<file path="config.mk">
export PLATFORM = sky130hd
export DESIGN_NAME = cpu5_ifu_flat
export DESIGN_NICKNAME = d
export VERILOG_FILES = /design/src/rtl/cpu5_ifu_if.sv /design/src/rtl/cpu5_ifu.sv /design/src/flat_wrapper.sv
export SDC_FILE = /design/constraint.sdc
export NUM_CORES = 1
export LEC_CHECK = 0
export CAP_MARGIN = 5
export CORE_ASPECT_RATIO = 1.2
export CORE_MARGIN = 8
export CORE_UTILIZATION = 25
export DETAILED_ROUTE_END_ITERATION = 16
export GPL_TIMING_DRIVEN = 0
export HOLD_SLACK_MARGIN = 0.02
export PLACE_DENSITY = 0.54
export SKIP_CTS_REPAIR_TIMING = 1
export SLEW_MARGIN = 10
export SYNTH_ARGS = -nofsm -noshare
export SYNTH_HDL_FRONTEND = slang
export SYNTH_SLANG_ARGS = --single-unit
</file>
<file path="constraint.sdc">
create_clock -name clk -period 2.3 [get_ports clk]
set_input_delay 0.23 -clock clk [delete_from_list [all_inputs] [get_ports clk]]
set_output_delay 0.23 -clock clk [all_outputs]
set_load 0.01 [all_outputs]
</file>
<file path="src/rtl/cpu5_ifu_if.sv">
//------------------------------------------------------------------------------
// cpu5_ifu_if
//   Bundle of the fetch unit's bus signals: instruction-memory request and
//   response channel, branch/jump redirect, and the decode-side hand-off.
//   Ports (master = fetch unit side):
//     imem_req/imem_addr           out  request valid and word-aligned address
//     imem_gnt                     in   request accepted this cycle
//     imem_rvalid/imem_rdata       in   one response per granted request
//     redirect_valid/redirect_pc   in   flush and refetch from new address
//     id_valid/id_inst/id_pc       out  queue head presented to decode
//     id_ready                     in   decode consumes head
//   Rev 1.0 - initial release
//------------------------------------------------------------------------------
`default_nettype none

interface cpu5_ifu_if;
  logic        imem_req;
  logic [31:0] imem_addr;
  logic        imem_gnt;
  logic        imem_rvalid;
  logic [31:0] imem_rdata;
  logic        redirect_valid;
  logic [31:0] redirect_pc;
  logic        id_valid;
  logic [31:0] id_inst;
  logic [31:0] id_pc;
  logic        id_ready;

  modport master (
    output imem_req, imem_addr,
    input  imem_gnt, imem_rvalid, imem_rdata,
    input  redirect_valid, redirect_pc,
    output id_valid, id_inst, id_pc,
    input  id_ready
  );

  modport slave (
    input  imem_req, imem_addr,
    output imem_gnt, imem_rvalid, imem_rdata,
    output redirect_valid, redirect_pc,
    input  id_valid, id_inst, id_pc,
    output id_ready
  );
endinterface

`default_nettype wire

</file>
<file path="src/rtl/cpu5_ifu.sv">
//------------------------------------------------------------------------------
// cpu5_ifu
//   Instruction fetch unit: owns the fetch PC, issues single-outstanding
//   requests to instruction memory, buffers returned words in a 2-entry queue
//   and presents {pc, inst} to decode. A redirect flushes the queue and
//   discards any response still in flight.
//   Ports:
//     clk     in   core clock
//     resetn  in   asynchronous active-low reset
//     bus     cpu5_ifu_if.master  memory, redirect and decode signals
//   Rev 1.0 - initial release
//------------------------------------------------------------------------------
`default_nettype none

module cpu5_ifu #(
  parameter logic [31:0] RESET_PC = 32'h0000_0000
) (
  input  wire logic   clk,
  input  wire logic   resetn,
  cpu5_ifu_if.master  bus
);

  typedef enum logic [1:0] {
    S_REQ  = 2'd0,
    S_WAIT = 2'd1,
    S_DROP = 2'd2
  } state_e;

  state_e      state_q;
  logic        run_q;        // low during reset and the first cycle after it
  logic [31:0] fetch_pc_q;
  logic [31:0] req_pc_q;
  logic [31:0] q_pc_q   [2];
  logic [31:0] q_inst_q [2];
  logic        rd_ptr_q;
  logic        wr_ptr_q;
  logic [1:0]  count_q;
  logic [1:0]  count_d;

  logic fire;
  logic push;
  logic pop;

  // Request depends on registered state only; count < 2 reserves the slot
  // the outstanding response will occupy.
  assign bus.imem_req  = run_q & (state_q == S_REQ) & (count_q != 2'd2);
  assign bus.imem_addr = fetch_pc_q;

  assign bus.id_valid  = (count_q != 2'd0);
  assign bus.id_inst   = q_inst_q[rd_ptr_q];
  assign bus.id_pc     = q_pc_q[rd_ptr_q];

  assign fire = bus.imem_req & bus.imem_gnt;
  assign push = (state_q == S_WAIT) & bus.imem_rvalid & ~bus.redirect_valid;
  assign pop  = bus.id_valid & bus.id_ready;

  always_comb begin
    count_d = count_q;
    if (push && !pop) begin
      count_d = count_q + 2'd1;
    end else if (pop && !push) begin
      count_d = count_q - 2'd1;
    end
  end

  // Low address bits of a redirect target are forced to zero.
  logic unused_redirect_lsb;
  assign unused_redirect_lsb = ^bus.redirect_pc[1:0];

  always_ff @(posedge clk or negedge resetn) begin
    if (!resetn) begin
      state_q     <= S_REQ;
      run_q       <= 1'b0;
      fetch_pc_q  <= RESET_PC;
      req_pc_q    <= 32'h0;
      q_pc_q[0]   <= 32'h0;
      q_pc_q[1]   <= 32'h0;
      q_inst_q[0] <= 32'h0;
      q_inst_q[1] <= 32'h0;
      rd_ptr_q    <= 1'b0;
      wr_ptr_q    <= 1'b0;
      count_q     <= 2'd0;
    end else begin
      run_q <= 1'b1;
      if (bus.redirect_valid) begin
        // A head popped this cycle is simply lost in the flush, which is
        // what "consumed" means for decode.
        fetch_pc_q <= {bus.redirect_pc[31:2], 2'b00};
        rd_ptr_q   <= 1'b0;
        wr_ptr_q   <= 1'b0;
        count_q    <= 2'd0;
        case (state_q)
          S_REQ:   state_q <= fire ? S_DROP : S_REQ;
          S_WAIT:  state_q <= bus.imem_rvalid ? S_REQ : S_DROP;
          S_DROP:  state_q <= bus.imem_rvalid ? S_REQ : S_DROP;
          default: state_q <= S_REQ;
        endcase
      end else begin
        case (state_q)
          S_REQ: begin
            if (fire) begin
              req_pc_q   <= fetch_pc_q;
              fetch_pc_q <= fetch_pc_q + 32'd4;
              state_q    <= S_WAIT;
            end
          end
          S_WAIT:  if (bus.imem_rvalid) state_q <= S_REQ;
          S_DROP:  if (bus.imem_rvalid) state_q <= S_REQ;
          default: state_q <= S_REQ;
        endcase
        if (push) begin
          q_pc_q[wr_ptr_q]   <= req_pc_q;
          q_inst_q[wr_ptr_q] <= bus.imem_rdata;
          wr_ptr_q           <= ~wr_ptr_q;
        end
        if (pop) begin
          rd_ptr_q <= ~rd_ptr_q;
        end
        count_q <= count_d;
      end
    end
  end

endmodule

`default_nettype wire

</file>
<file path="src/flat_wrapper.sv">
// flat-port wrapper written by rule: the top's interface ports become plain ports
module cpu5_ifu_flat 
#(
  parameter logic [31:0] RESET_PC = 32'h0000_0000
)
  (clk, resetn, bus_imem_req, bus_imem_addr, bus_imem_gnt, bus_imem_rvalid, bus_imem_rdata, bus_redirect_valid, bus_redirect_pc, bus_id_valid, bus_id_inst, bus_id_pc, bus_id_ready);
  cpu5_ifu_if bus_i ();
  input  wire logic clk;
  input  wire logic resetn;
  output wire logic [$bits(bus_i.imem_req)-1:0] bus_imem_req;
  output wire logic [$bits(bus_i.imem_addr)-1:0] bus_imem_addr;
  input wire logic [$bits(bus_i.imem_gnt)-1:0] bus_imem_gnt;
  input wire logic [$bits(bus_i.imem_rvalid)-1:0] bus_imem_rvalid;
  input wire logic [$bits(bus_i.imem_rdata)-1:0] bus_imem_rdata;
  input wire logic [$bits(bus_i.redirect_valid)-1:0] bus_redirect_valid;
  input wire logic [$bits(bus_i.redirect_pc)-1:0] bus_redirect_pc;
  output wire logic [$bits(bus_i.id_valid)-1:0] bus_id_valid;
  output wire logic [$bits(bus_i.id_inst)-1:0] bus_id_inst;
  output wire logic [$bits(bus_i.id_pc)-1:0] bus_id_pc;
  input wire logic [$bits(bus_i.id_ready)-1:0] bus_id_ready;
  assign bus_imem_req = bus_i.imem_req;
  assign bus_imem_addr = bus_i.imem_addr;
  assign bus_i.imem_gnt = bus_imem_gnt;
  assign bus_i.imem_rvalid = bus_imem_rvalid;
  assign bus_i.imem_rdata = bus_imem_rdata;
  assign bus_i.redirect_valid = bus_redirect_valid;
  assign bus_i.redirect_pc = bus_redirect_pc;
  assign bus_id_valid = bus_i.id_valid;
  assign bus_id_inst = bus_i.id_inst;
  assign bus_id_pc = bus_i.id_pc;
  assign bus_i.id_ready = bus_id_ready;
  cpu5_ifu #(.RESET_PC(RESET_PC)) u_core (.clk(clk), .resetn(resetn), .bus(bus_i));
endmodule
</file>
# Yosys cells after proc, flatten, opt, wreduce, memory -nomap -nowiden
# Index checks and enable logic that the tools add are counted.
# Widths: inputs -> output; s select.
totals:
  out_inout_bits: 98
  in_bits: 70
  ff_bits: 199
classes:
  addsub: 3
  order_cmp: 3
  bitwise_logic: 11
  n_mux: 27
  reduce_logical: 17
  eq_ne: 5
op_table:
  columns: ["op", "n"]
  rows:
  - ["$mux 32", 10]
  - ["$bwmux 64", 2]
  - ["$add 32x3->32 const B", 1]
  - ["$demux 32 s1", 1]
  - ["$mux 2", 8]
  - ["$reduce_bool 2->1", 5]
  - ["$pmux 2 s2", 2]
  - ["$and 1x1->1", 6]
  - ["$reduce_and 2->1", 3]
  - ["$ge 2x2->1 const B", 2]
  - ["$mux 1", 4]
  - ["$not 1->2", 2]
  - ["$logic_and 1x1->1", 3]
  - ["$ne 3x1->1 const B", 1]
  - ["$ne 3x2->1 const B", 1]
  - ["$not 1->1", 3]
  - ["$reduce_and 3->1", 1]
  - ["$reduce_bool 3->1", 1]
  - ["$add 2x1->2 const B", 1]
  - ["$eq 2x1->1 const B", 1]
  - ["$eq 2x2->1 const B", 1]
  - ["$logic_not 1->1", 2]
  - ["$logic_not 2->1", 1]
  - ["$lt 2x1->1 const B", 1]
  - ["3 further kinds", 3]

# Longest topological paths before layout
# Gate-level depths: netlist (run 1).
depth:
  depth_word: 8
  mapped_depth: 8
  depth_no_buf: 6

# Worst setup path after synthesis (run 1)
# OpenSTA, ideal clock, no wires.
synth_path:
  kind: "reg-to-reg"
  start: "register u_core.state_q[0]"
  end: "register u_core.req_pc_q[10]"
  t_required_ps: 2175
  stages_incl_launch_ff: 9
  setup_ps: 125
  setup_slack_ps: 200
  t_arrival_ps: 1975
  cell_sequence: "dfrtp_1 > inv_1 > ha_1 > nand2_1 > or3b_1 > clkbuf_1 > nor2_1 > buf_2 > mux2_2"
synth_between:
  elab_chain_len: 5
synth_rtl:
  columns: ["element", "line", "rtl"]
  rows:
  - ["start, declared", "cpu5_ifu.sv:29", "state_e state_q;"]
  - ["start signal, assigned", "cpu5_ifu.sv:93", "S_REQ: state_q <= fire ? S_DROP : S_REQ;"]
  - ["start signal, assigned", "cpu5_ifu.sv:94", "S_WAIT: state_q <= bus.imem_rvalid ? S_REQ : S_DROP;"]
  - ["start signal, assigned", "cpu5_ifu.sv:95", "S_DROP: state_q <= bus.imem_rvalid ? S_REQ : S_DROP;"]
  - ["$logic_not 2->1 *", "cpu5_ifu.sv:46, cpu5_ifu.sv:99", null]
  - ["$and 1x1->1 (2 in a row)", "cpu5_ifu.sv:46", "assign bus.imem_req = run_q & (state_q == S_REQ) & (count_q != 2'd2);"]
  - ["$and 1x1->1", "cpu5_ifu.sv:53", "assign fire = bus.imem_req & bus.imem_gnt;"]
  - ["$reduce_and 3->1 (no line) *", null, null]
  - ["end signal, assigned", "cpu5_ifu.sv:102", "req_pc_q <= fetch_pc_q;"]
  - ["end, declared", "cpu5_ifu.sv:32", "logic [31:0] req_pc_q;"]
# Every way passes the cells marked *; elsewhere a longest branch is shown, timed or not.
# A chain may end at the register's enable or synchronous reset.

# Worst setup path in the final report (run 1)
layout_path:
  start: "register u_core.rd_ptr_q"
  end: "output bus_id_inst[12]"
layout_between:
  elab_chain_len: 4
layout_rtl:
  columns: ["element", "line", "rtl"]
  rows:
  - ["start, declared", "cpu5_ifu.sv:35", "logic rd_ptr_q;"]
  - ["start signal, assigned", "cpu5_ifu.sv:117", "rd_ptr_q <= ~rd_ptr_q;"]
  - ["$not 1->2 (not written as such)", "cpu5_ifu.sv:50", "assign bus.id_inst = q_inst_q[rd_ptr_q];"]
  - ["$mux 32 (not written as such) (3 in a row)", "cpu5_ifu.sv:50", null]
  - ["end, declared", "flat_wrapper.sv:18", "output wire logic [$bits(bus_i.id_inst)-1:0] bus_id_inst;"]
# Every way passes these cells. The select of a mux whose other input is x is not followed.

==> summary.txt, run 1 <==
net switching fraction of the power = 0.295
Slew @ Worst Pin = 0.800 ns
Skew-Pair Late Insertion Delay = 0.45 ns
wire length on met3 = 1510 µm
CP Launch Point = u_core.rd_ptr_q
Comb pwr share = 0.310
Pwr Density = 952 mW/mm²
Max Clock Freq = 448 MHz
most frequent cell after synthesis = mux2_2
slowest stage delay, CP = 0.50 ns
DRC violations left = 0
RR Endpoint = u_core.bus.imem_addr[17]
Setup WS pre-CTS = -0.521 ns
Die Y = 223 µm
Routed WL per cell = 19.0 µm
Total GRT Usage = 0.124
# fillers = 3,491
setup violators final = 0
crit path DAT = 2.00 ns
CP Capture Type = output port
Tmin final = 2.23 ns
Static Leak = 0.00539 µW
Final Cycle Share = 0.971
r2r startpoint = u_core.state_q[1]
Hold/Removal Path Class = input port to flip-flop
post-detail-place hpwl = 18,500 µm
Syn-to-layout area delta = 34.4%
number of synthesized flops with an enable pin = 0
Final WS setup = 0.0664 ns
Total Die Area = 0.0419 mm²
DR top layer = met4
Die Wd = 188 µm
ys async rst share = 1.00
Routed met1 length = 11,700 µm
CTS tree = built
Max Slew Vio Count = 0
share of cells above drive strength 1 = 0.321
initial antenna violation count = 2
routed wire length = 26,000 µm
clk root buf = clkbuf_16
register area share after synthesis = 0.537
global-route wire length before repair = 40,400 µm
Final GP Congestion = 0.821
clk sink count = 191
Pint = 8030 µW
CTS Buffer Depth = 2
CTS Buf Count = 17
hold path cells = 3
mapped cell area = 0.00891 mm²
post-route insts no fill = 1,368
vias in the first global route = 6,648
Mean Syn Cell Area = 12.7 µm²
clk slew on worst S/H paths = 0.08 ns
leading cell types by count after synthesis = mux2_2, dfrtp_1, nand2_1, nand3_1
via/cell ratio = 4.66
Area contributors post-synth = dfrtp_1, mux2_2, mux2_1
largest net degree at the start of global routing = 99
Worst Hold End = u_core.bus.imem_addr[6]
placed insts = 1,328
# H-tree levels = 4
met2 routed WL = 12,300 µm
cell breakdown of the critical path = buf_4 > buf_6 > mux2_2 > clkdlybuf4s50_1
port buffer count = 161
post-synthesis cell count = 701
Clk network pwr share = 0.268
Sequential Power Share = 0.422
Seq cells post-synth = 191
Hold Path Origin = bus_redirect_pc[6]
kind of critical path = flip-flop to output port
setup slack, reg-to-reg = 0.08 ns
leading area contributor after synthesis = dfrtp_1
CP top delay family = buffers and inverters
Initial Util = 0.254
Final Hold Fails = 0
number of cells on the critical path = 4
peak supply drop = 370 µV
CP Launch Type = flip-flop
max_cap viols = 0
Detailed Route Iter0 Violations = 458
Worst Clk Skew = 0.0168 ns
core area = 0.0350 mm²
Post-synth top flop = dfrtp_1
row count = 75
Net Sw Power = 3360 µW
drt first pass iters = 4
post-synth cell types = 52
CP required = 2.07 ns
status = complete, no violations
IO Pins = 168
Rel. slew slack = 0.463
Antenna Violating Nets Remaining = 0
nets@finish = 965
R2R depth = 7
routed via count = 6,374
total global routing overflow = 0
slowest CP cell = clkdlybuf4s50_1
CP Max Fanout = 10
post-synth top area share = 0.537
yosys warns = 0
Buf+Inv Stages, Crit Path = 3
==> tightest hold or removal path, stage by stage <==
cell and delay, ns:
clkdlybuf4s50_1 0.40, nand2_1 0.06, o21ai_0 0.06
==> sequential cells by signal, indices dropped and copies added (netlist names) <==
register,flops
u_core.q_inst_q,64
u_core.rd_ptr_q,1
u_core.q_pc_q,60
u_core.count_q,2
u_core.run_q,1
u_core.state_q,2
u_core.req_pc_q,30
u_core.wr_ptr_q,1
u_core.bus.imem_addr,30
==> layout by cell type (no fill, tap or decap), types with 8 or more instances in the layout <==
cell | synthesis | routed
mux2_2 | 201 | 201
dfrtp_1 | 191 | 190
clkdlybuf4s50_1 | 0 | 140
nand2_1 | 35 | 34
nand3_1 | 27 | 27
nand4_1 | 21 | 21
dlymetal6s2s_1 | 0 | 20
nor2_1 | 21 | 19
clkbuf_16 | 0 | 17
clkbuf_1 | 21 | 15
mux2_1 | 15 | 15
inv_1 | 12 | 12
buf_4 | 7 | 12
o31ai_1 | 11 | 11
nor2b_1 | 10 | 10
buf_6 | 1 | 9
o311ai_1 | 7 | 9
nor4_1 | 8 | 8
==> cells by family after synthesis <==
| kind of cell | count (synthesis) | share of synthesized area |
|---|---|---|
| AOI/OAI and AO/OA | 59 | 0.0480 |
| muxes | 217 | 0.274 |
| other | 2 | 0.000843 |
| xor gates and xnor gates | 9 | 0.00885 |
| buffers and inverters | 60 | 0.0310 |
| and+or+nand+nor | 159 | 0.0947 |
| adders and majority gates | 4 | 0.00562 |
| DFF | 191 | 0.537 |
==> layout make-up <==
class	count	area, µm²	area share
Clock inverter	15	168	0.0140
Multi-Input combinational cell	453	3900	0.326
Antenna cell	2	5.00	0.000418
Sequential cell	191	4780	0.399
Buffer	46	297	0.0248
Tap cell	462	578	0.0483
Inverter	12	45.0	0.00376
Clock buffer	17	425	0.0355
Timing Repair Buffer	170	1770	0.148
==> worst max path at each step <==
stage / to
after floorplan: u_core.req_pc_q[10]
after global placement: u_core.q_pc_q[51]
after detailed placement: u_core.q_inst_q[0]
after CTS: bus_id_pc[25]
after global routing: bus_id_pc[7]
final: bus_id_inst[12]
==> stage by stage <==
| step | power (µW) | area, µm² | setup TNS [ns] | hold slack [ns] | util |
|---|---|---|---|---|---|
| 2_1_floorplan | 6580 | 8920 | 0 | -0.0656 | - |
| 3_3_place_gp | 8430 | 11100 | -1521.79 | 0.468 | 0.317 |
| 3_5_place_dp | 8490 | 11100 | -72.39 | 0.306 | 0.318 |
| 4_1_cts | 11600 | 11700 | -69.73 | -0.179 | 0.335 |
| 5_1_grt | 12100 | 12000 | -0.00339 | 0.368 | 0.342 |
| 6_report | 11400 | 12000 | 0 | 0.365 | 0.342 |
==> metal layers <==
metal / vias up / track usage
met5: - / 0
met4: 0 / 0.0412
met3: 27 / 0.0349
met2: 192 / 0.199
met1: 3207 / 0.158
li1: 2948 / -
==> power by group through the flow <==
stage	sequential [µW]	clock (µW)	combinational, µW
finish	4810	3050	3530
global route	4940	3320	3830
CTS	4810	3180	3630
detailed placement	4880	0	3610
global placement	4850	0	3580
floorplan	4710	0	1870
(Power assumes the default switching activity.)
==> run 2: changes to the inputs <==
--- a/config.mk
+++ b/config.mk
@@ -5,7 +5,6 @@
 export SDC_FILE = /design/constraint.sdc
 export NUM_CORES = 1
 export LEC_CHECK = 0
-export CAP_MARGIN = 5
 export CORE_ASPECT_RATIO = 1.2
 export CORE_MARGIN = 8
 export CORE_UTILIZATION = 25
==> results of run 2 <==
Same layout as run 1: the final DEF is identical, and so are final timing and power.
==> run 3: changes to the inputs <==
--- a/config.mk
+++ b/config.mk
@@ -5,6 +5,8 @@
 export SDC_FILE = /design/constraint.sdc
 export NUM_CORES = 1
 export LEC_CHECK = 0
+export ABC_AREA = 1
+export CAP_MARGIN = 20
 export CORE_ASPECT_RATIO = 1.2
 export CORE_MARGIN = 8
 export CORE_UTILIZATION = 25
==> run 3 against run 2 <==
Net effect:
- die area increased by 0.86%
- via count grew 23%
- critical endpoint is now bus_id_pc[15]
- area after synthesis is 0.94% higher
==> summary.txt, run 3 <==
mapped cell area = 0.00899 mm² (was 0.00891 mm²)
peak supply drop = 481 µV (was 370 µV)
Post-synth top flop = dfrtp_1 (unchanged)
share of cells above drive strength 1 = 0.0695 (was 0.321)
Routed WL per cell = 15.6 µm (was 19.0 µm)
port buffer count = 160 (was 161)
Area contributors post-synth = dfrtp_1, nand2_1, o21ai_0 (was dfrtp_1, mux2_2, mux2_1)
leading area contributor after synthesis = dfrtp_1 (unchanged)
clk slew on worst S/H paths = 0.08 ns (about the same)
core area = 0.0357 mm² (was 0.0350 mm²)
Max Clock Freq = 438 MHz (was 448 MHz)
Total Die Area = 0.0423 mm² (was 0.0419 mm²)
Clk network pwr share = 0.267 (was 0.268)
CP Launch Type = flip-flop (unchanged)
Mean Syn Cell Area = 7.71 µm² (was 12.7 µm²)
yosys warns = 0 (unchanged)
Antenna Violating Nets Remaining = 0 (unchanged)
vias in the first global route = 7,906 (was 6,648)
total global routing overflow = 0 (unchanged)
initial antenna violation count = 0 (was 2)
net switching fraction of the power = 0.356 (was 0.295)
Pint = 7500 µW (was 8030 µW)
CTS tree = built (unchanged)
clk sink count = 191 (unchanged)
Static Leak = 0.00589 µW (was 0.00539 µW)
leading cell types by count after synthesis = nand2_1, dfrtp_1, o21ai_0, inv_1, nand3_1 (was mux2_2, dfrtp_1, nand2_1, nand3_1)
Worst Clk Skew = 0.0128 ns (was 0.0168 ns)
drt first pass iters = 5 (was 4)
Tmin final = 2.28 ns (was 2.23 ns)
post-synthesis cell count = 1,166 (was 701)
routed via count = 7,857 (was 6,374)
CP Capture Type = output port (unchanged)
Net Sw Power = 4150 µW (was 3360 µW)
cell area after layout = 0.0120 mm² (about the same)
kind of critical path = flip-flop to output port (unchanged)
hold path cells = 4 (was 3)
slowest CP cell = clkdlybuf4s50_1 (unchanged)
RSZ-0062 raised after global routing = yes
Slew @ Worst Pin = 0.679 ns (was 0.800 ns)
Die Wd = 189 µm (was 188 µm)
setup violators final = 0 (unchanged)
Initial Util = 0.252 (was 0.254)
Pwr Density = 973 mW/mm² (was 952 mW/mm²)
routed wire length = 28,600 µm (was 26,000 µm)
# H-tree levels = 4 (unchanged)
Seq cells post-synth = 191 (unchanged)
register area share after synthesis = 0.532 (was 0.537)
slowest stage delay, CP = 0.57 ns (was 0.50 ns)
ys async rst share = 1.00 (unchanged)
CTS Buf Count = 17 (unchanged)
max_cap viols = 0 (unchanged)
IO Pins = 168 (unchanged)
post-synth top area share = 0.532 (was 0.537)
Syn-to-layout area delta = 33.1% (was 34.4%)
DP Area = 0.0112 mm² (was 0.0111 mm²)
cell breakdown of the critical path = clkinv_4 > buf_4 > nand2_1 > nand2_1 > clkdlybuf4s50_1 (was buf_4 > buf_6 > mux2_2 > clkdlybuf4s50_1)
Final Cycle Share = 0.993 (was 0.971)
Total GRT Usage = 0.136 (was 0.124)
R2R depth = 9 (was 7)
CP Max Fanout = 10 (unchanged)
Sequential Power Share = 0.413 (was 0.422)
Rel. slew slack = 0.548 (was 0.463)
Max Slew Vio Count = 0 (unchanged)
number of synthesized flops with an enable pin = 0 (unchanged)
most frequent cells in the layout = nand2_1, dfrtp_1, o21ai_0 (was mux2_2, dfrtp_1, clkdlybuf4s50_1)
commonest non-fill, non-tap cell in the layout = nand2_1 (was mux2_2)
row count = 76 (was 75)
Largest regs = u_core.q_inst_q (64), u_core.q_pc_q (60) (unchanged)
Skew-Pair Late Insertion Delay = 0.44 ns (was 0.45 ns)
global-route wire length before repair = 44,900 µm (was 40,400 µm)
largest net degree at the start of global routing = 108 (was 99)
Hold/Removal Path Class = input port to flip-flop (unchanged)
post-detail-place hpwl = 21,400 µm (was 18,500 µm)
status = complete, no violations (unchanged)
via/cell ratio = 4.28 (was 4.66)
DRC violations left = 0 (unchanged)
Final GP Congestion = 0.886 (was 0.821)
CP dominant cell by count = nand2_1
Fin Hold WS = 0.241 ns (was 0.365 ns)
largest reg by FF count = u_core.q_inst_q (unchanged)
crit path DAT = 2.05 ns (was 2.00 ns)
CTS Buffer Depth = 2 (unchanged)
post-synth cell types = 32 (was 52)
Detailed Route Iter0 Violations = 584 (was 458)
Comb pwr share = 0.320 (was 0.310)
max FFs per register = 64 (unchanged)
nets@finish = 1,427 (was 965)
CP required = 2.07 ns (about the same)
Die Y = 224 µm (was 223 µm)
fin util = 0.336 (was 0.342)
clk root buf = clkbuf_16 (unchanged)
Final Hold Fails = 0 (unchanged)
most frequent cell after synthesis = nand2_1 (was mux2_2)
## run 3: critical path, delay by kind of cell (launching register included)
kind / cells / cell delay (ns)
buffers and inverters: 3 / 0.91
and+or+nand+nor: 2 / 0.19
DFF: 1 / 0.50
## run 3: path summary, 6_finish.rpt
path	start	endpoint	slack [ns]
max in group asynchronous	resetn	u_core.q_inst_q[36]	0.93
min in group asynchronous	resetn	u_core.req_pc_q[8]	0.38
hold / removal	bus_redirect_valid	u_core.count_q[0]	0.24
setup / recovery	u_core.rd_ptr_q	bus_id_pc[15]	0.02
hold reg to reg	u_core.q_inst_q[37]	u_core.q_inst_q[37]	0.49
setup reg to reg	u_core.state_q[1]	u_core.q_pc_q[35]	0.40
## run 3: metal layers
metal,GRT usage,up-vias,share of wire
met2,0.231,193,0.50
li1,-,3999,-
met5,0,-,0
met3,0.0292,24,0.047
met4,0.0422,0,0.017
met1,0.169,3641,0.44
## run 3: power groups by stage
stage | sequential, µW | combinational [µW] | clock [µW]
2_1_floorplan | 4750 | 1860 | 0
3_3_place_gp | 4840 | 3740 | 0
3_5_place_dp | 4860 | 3790 | 0
4_1_cts | 4800 | 3800 | 3240
5_1_grt | 4950 | 4200 | 3340
6_report | 4810 | 3720 | 3110
## run 3: cell families after synthesis
family,synth area share
AOI/OAI and AO/OA,0.109
adders and majority gates,0.00557
DFF,0.532
other,0.000835
xor gates and xnor gates,0.00585
buffers and inverters,0.0825
and+or+nand+nor,0.265
## run 3: stage by stage
stage | setup slack [ns] | cells | total power, µW | setup TNS (ns)
2_1_floorplan | 0.759 | 1169 | 6610 | 0
6_report | 0.0162 | 1835 | 11600 | 0
5_1_grt | -0.0815 | 1834 | 12500 | -0.488
4_1_cts | -0.713 | 1830 | 11800 | -39.14
3_3_place_gp | -7.14 | 1797 | 8580 | -1367.52
3_5_place_dp | -0.212 | 1798 | 8650 | -8.45
## run 3: area by class of cell
cell class	count	area (µm²)
fillers	3845	23700
flip-flops and latches	191	4780
multi-input cells	800	3480
repair buffers	166	1710
well taps	468	586
inverters	120	455
clock buffers	17	425
plain buffers	57	337
clock inverters	15	194
diodes	1	2.50
